$ cat src/rtl/prio_req_encoder_pkg.sv
// prio_req_encoder_pkg: FSM state type and index width helper for the priority request encoder
package prio_req_encoder_pkg;

   typedef enum logic {IDLE, PRESENT} state_e;

   function automatic int idx_w(input int n);
      return (n > 1) ? $clog2(n) : 1;
   endfunction

endpackage

$ cat src/rtl/prio_find_hi.sv
// prio_find_hi: combinational search for the highest set bit of a vector
module prio_find_hi
   import prio_req_encoder_pkg::*;
#(
   parameter  int N = 8,
   localparam int W = idx_w(N)
) (
   input  logic [N-1:0] vec_i,
   output logic         found_o,
   output logic [W-1:0] idx_o
);

   // ascending scan so the last (highest) set bit overwrites lower ones
   always_comb begin
      found_o = 1'b0;
      idx_o   = '0;
      for (int i = 0; i < N; i++) begin
         if (vec_i[i]) begin
            found_o = 1'b1;
            idx_o   = W'(i);
         end
      end
   end

endmodule

$ cat src/rtl/prio_req_encoder.sv
// prio_req_encoder: registered priority encoder with sticky pending requests, mask and valid/ready output
// Optional rotating priority is enabled by defining PRIO_REQ_ENCODER_RR_EN.
module prio_req_encoder
   import prio_req_encoder_pkg::*;
#(
   parameter  int N = 8,
   localparam int W = idx_w(N)
) (
   input  logic         clk,
   input  logic         rst_n,
   input  logic [N-1:0] req_i,
   input  logic [N-1:0] mask_i,
   input  logic         out_ready_i,
   output logic         out_valid_o,
   output logic [W-1:0] out_idx_o,
   output logic [N-1:0] pending_o,
   output logic         any_pending_o
);

   state_e       state_q, state_d;
   logic [N-1:0] pending_q, pending_d, sel, clr;
   logic         valid_q, valid_d, any_q, found;
   logic [W-1:0] idx_q, idx_d, pick;

   assign sel = pending_q & ~mask_i;

`ifdef PRIO_REQ_ENCODER_RR_EN
   logic [W-1:0] last_q, last_d, rot_idx;
   logic [N-1:0] rot;
   logic [W:0]   sum;

   // rotate so last_q lands on bit 0 (lowest priority) and last_q-1 on bit N-1
   assign rot    = N'({sel, sel} >> last_q);
   prio_find_hi #(.N(N)) u_find (.vec_i(rot), .found_o(found), .idx_o(rot_idx));
   assign sum    = {1'b0, rot_idx} + {1'b0, last_q};
   assign pick   = (sum >= (W+1)'(N)) ? W'(sum - (W+1)'(N)) : W'(sum);
   assign last_d = (valid_q && out_ready_i) ? idx_q : last_q;

   // rotating pointer remembers the most recently granted index
   always_ff @(posedge clk or negedge rst_n) begin
      if (!rst_n) last_q <= W'(N-1);
      else        last_q <= last_d;
   end
`else
   prio_find_hi #(.N(N)) u_find (.vec_i(sel), .found_o(found), .idx_o(pick));
`endif

   // select in IDLE, hold in PRESENT until the consumer accepts
   always_comb begin
      state_d = state_q;
      valid_d = valid_q;
      idx_d   = idx_q;
      clr     = '0;
      if (state_q == IDLE && found) begin
         state_d = PRESENT;
         valid_d = 1'b1;
         idx_d   = pick;
      end else if (state_q == PRESENT && out_ready_i) begin
         state_d = IDLE;
         valid_d = 1'b0;
         idx_d   = '0;
         clr     = N'(1) << idx_q;
      end
   end

   // new requests are applied after the clear so a same-cycle set wins
   assign pending_d = (pending_q & ~clr) | req_i;

   // state, selection, pending and summary registers
   always_ff @(posedge clk or negedge rst_n) begin
      if (!rst_n) begin
         state_q   <= IDLE;
         valid_q   <= 1'b0;
         idx_q     <= '0;
         pending_q <= '0;
         any_q     <= 1'b0;
      end else begin
         state_q   <= state_d;
         valid_q   <= valid_d;
         idx_q     <= idx_d;
         pending_q <= pending_d;
         any_q     <= |sel;
      end
   end

   assign out_valid_o   = valid_q;
   assign out_idx_o     = idx_q;
   assign pending_o     = pending_q;
   assign any_pending_o = any_q;

endmodule

$ cat config.mk
export PLATFORM = sky130hd
export DESIGN_NAME = prio_req_encoder
export DESIGN_NICKNAME = d
export VERILOG_FILES = /design/src/rtl/prio_req_encoder_pkg.sv /design/src/rtl/prio_find_hi.sv /design/src/rtl/prio_req_encoder.sv
export SDC_FILE = /design/constraint.sdc
export NUM_CORES = 1
export LEC_CHECK = 0
export ABC_AREA = 1
export CAP_MARGIN = 5
export CELL_PAD_IN_SITES_DETAIL_PLACEMENT = 2
export CELL_PAD_IN_SITES_GLOBAL_PLACEMENT = 2
export CORE_ASPECT_RATIO = 1.5
export CORE_MARGIN = 4
export CORE_UTILIZATION = 21
export CTS_CLUSTER_DIAMETER = 40
export CTS_CLUSTER_SIZE = 24
export DETAILED_ROUTE_END_ITERATION = 6
export PLACE_DENSITY = 0.83
export SETUP_SLACK_MARGIN = 0.02
export SLEW_MARGIN = 20
export SYNTH_ARGS = -nofsm -noshare
export SYNTH_HDL_FRONTEND = slang
export SYNTH_HIERARCHICAL = 1
export SYNTH_SLANG_ARGS = --single-unit
$ cat constraint.sdc
create_clock -name clk -period 3.6 [get_ports clk]
set_clock_uncertainty 0.2 [all_clocks]
set_input_delay 0.72 -clock clk [delete_from_list [all_inputs] [get_ports clk]]
set_output_delay 0.72 -clock clk [all_outputs]
set_load 0.05 [all_outputs]
==> results.md <==
* First-pass GRT wire length at about 3.7 mm
* Internal power at around 0.38 mW
* Starting DRT DRC Count at 3
* Fraction of layout cells with a size suffix above 1 at ~4.6%
* Total Wirelength at ~2.2 mm
* Number of buffers created by CTS at 3
* PostCTS Resize Cnt at 0
* Total gr overflow at 0
* Dominant cell by count in the synthesized netlist: nand2_1
* Clk buf depth at 2
* Mean post-synth cell area at around 6.2 sq um
* Post-synth top area cell: dfrtp_1
* WL met2 at roughly 1.3 mm
* Setup slack at placement at ~1.2 ns
* H-tree Lvls at 1
* Minimum clock period at between 2 and 2.5 ns
* Vias in the first global route at around 890
* Cells after Synth at about 120
* Worst-path clk slew at roughly 0.060 ns
* Cell Chain, Critical Path: clkdlybuf4s50_1
* I/O pin count at 32
* Share of the synthesized area in the top cell type at 44.29%
* NumNets Final at about 170
* Metal3 WL at around 28 um
* Status: finished, final reports clean
* Total Routing Usage GR at 10.65%
* Post-CTS setup buffer count at 0
* Leakage power at 0.6433 nW
* MaxCap Viol Count at 0
* CP delay by family, top: buffers and inverters
* Synth unique cells at 11
* Antenna violations before repair at 0
* Antenna Nets Post-Route at 0
* Row cnt at 26
* Fin Hold WS at just over 0.3 ns
* Worst path required time at roughly 2.7 ns
* Sw power at between 0.3 and 0.4 mW
* TritonCTS clock tree: yes
* Sequential-to-total area share from yosys stat at about 44%
* Ys Warns at 6
* Crit path kind: reg -> out
* Ys async rst share at 100.0%
* CP max FO at 5
* Cell Area, Synth at 734.5 sq um
* Initial core utilization at 21.71%
* Setup ws final at between 1 and 1.5 ns
* Fin. max-slew vios at 0
* Root Buffer: clkbuf_8
* Clock Latency Late Sink at roughly 0.24 ns
* Via density at about 4.1
* Filler instances at 426
* Worst Path Arrival at 1.51 ns
* RSZ-0062 raised after global routing: false
* Clk sinks at 13
* Top cells by count, synth: nand2_1, inv_1, dfrtp_1, nor2_1, o21ai_1
* FMAX at around 0.41 GHz
* Hold_buf cts at 0
* Tcrit/Tclk final at 67.39%
* Final Util at about 34%
* Slowest cell on the critical path: clkdlybuf4s50_1
* DRC Markers at 0
* Post-DP HPWL at roughly 2.0 mm
* Placed cell area at 1097 sq um
* Met1 WL at between 800 and 900 um
* Design Area, Final at between 1000 and 1500 sq um
* Largest net degree at the start of global routing at 14
* Buf/Inv on CP at 1
* Final Hold Viols at 0
* Ys flop type: dfrtp_1
* Gpl congestion at ~0.86
* Die extent in x at ~56 um
* WL/cell at between 10 and 15 um
* Highest Signal Layer: met4
* Gate power share at between 50 and 60%
* Worst-margin pin slew at around 0.64 ns
* CP endpoint kind: primary output
* Antenna Cells at 0
* Drt first pass iters at 4
* Peak VDD IR at 0.3684 mV
* Clock Power Share at 18.3%
* Core area at between 3000 and 4000 sq um
* CP Launch Type: register
* Pwr/cell area at 621.8 nW/um^2
* Die area at approximately 4500 sq um
* Chip Height at 80.43 um
* Slew headroom at around 57%
* Worst hold-check path type: reg -> reg
* Post-synth EDFFs at 0
* Syn-to-layout area delta at 55.54%
* I/O Buffers at 31
* Net Sw Frac at between 40% and 50%
* Ranking of synthesized cells by area: dfrtp_1, nand2_1, inv_1
* Syn Nets at between 100 and 150
* DR vias at between 800 and 900
* Yosys reg bits at 13
* Setup_tns at 0 ns
* Final setup vio count at 0
* Sequential share of power at a little under a third
* CP peak stage delay at roughly 0.84 ns
[cell type report]
type	count	area (sq um)	share of cell area, %
multi-input combinational	69	274.0	23.99
sequential	13	325.3	28.48
tap	42	52.55	4.600
timing repair buffer	31	310.3	27.16
inverter	36	135.1	11.83
clock buffer	4	45.04	3.943
[path summary, 6_finish.rpt]
| check | startpoint | end | slack, ns | cells past startpoint |
|---|---|---|---|---|
| max in group asynchronous | rst_n | out_idx_o[0] | 2.11 | 1 |
| setup / recovery | out_idx_o[0] | out_idx_o[0] | 1.17 | 1 |
| hold / removal | pending_o[0] | pending_o[0] | 0.31 | 2 |
| min in group asynchronous | rst_n | out_idx_o[1] | 0.68 | 1 |
| setup reg to reg | pending_o[3] | out_idx_o[2] | 2.07 | 10 |
| hold reg to reg | pending_o[0] | pending_o[0] | 0.31 | 2 |
[cells by family after synthesis]
family	synth area share, %
AND/OR/NAND/NOR	34.58
buffers and inverters	18.40
flip-flops	44.29
AO/OA/AOI/OAI	2.724
[power by group through the flow]
| stage | clock network [mW] | registers [mW] | logic, mW |
|---|---|---|---|
| 5_1_grt | 0.141 | 0.229 | 0.397 |
| 3_3_place_gp | 0 | 0.222 | 0.354 |
| 6_report | 0.130 | 0.221 | 0.360 |
| 3_5_place_dp | 0 | 0.223 | 0.364 |
| 4_1_cts | 0.135 | 0.222 | 0.366 |
| 2_1_floorplan | 0 | 0.337 | 0.114 |
[per-stage QoR]
| step | std cells | power, mW |
|---|---|---|
| 6_report | 195 | 0.7103 |
| 5_1_grt | 195 | 0.7665 |
| 4_1_cts | 195 | 0.7234 |
| 3_5_place_dp | 191 | 0.5865 |
| 3_3_place_gp | 191 | 0.5763 |
| 2_1_floorplan | 118 | 0.4509 |
[metal layers]
| metal | vias up | GRT usage (%) |
|---|---|---|
| met5 | - | 0 |
| met4 | 0 | 5.701 |
| met3 | 2 | 0 |
| met2 | 11 | 21.08 |
| met1 | 399 | 11.26 |
| li1 | 397 | - |
[worst min-delay path, delay by kind of cell, from the launching register on]
family | cells | cell delay (ns)
flip-flops | 1 | 0.36
AND/OR/NAND/NOR | 2 | 0.11
[cell usage in the layout (no fill, tap or decap)]
cell type / n
clkbuf_1: 1
clkbuf_8: 3
clkdlybuf4s50_1: 31
dfrtp_1: 13
inv_1: 35
inv_2: 1
nand2_1: 53
nand2_2: 1
nand3_1: 1
nor2_1: 7
nor2_2: 2
nor3_1: 1
o21ai_0: 1
o21ai_1: 3
[flip-flops by register name, indices dropped and copies added (netlist names)]
register,count
pending_o,8
any_pending_o,1
out_valid_o,1
out_idx_o,3
(Power assumes the default switching activity.)
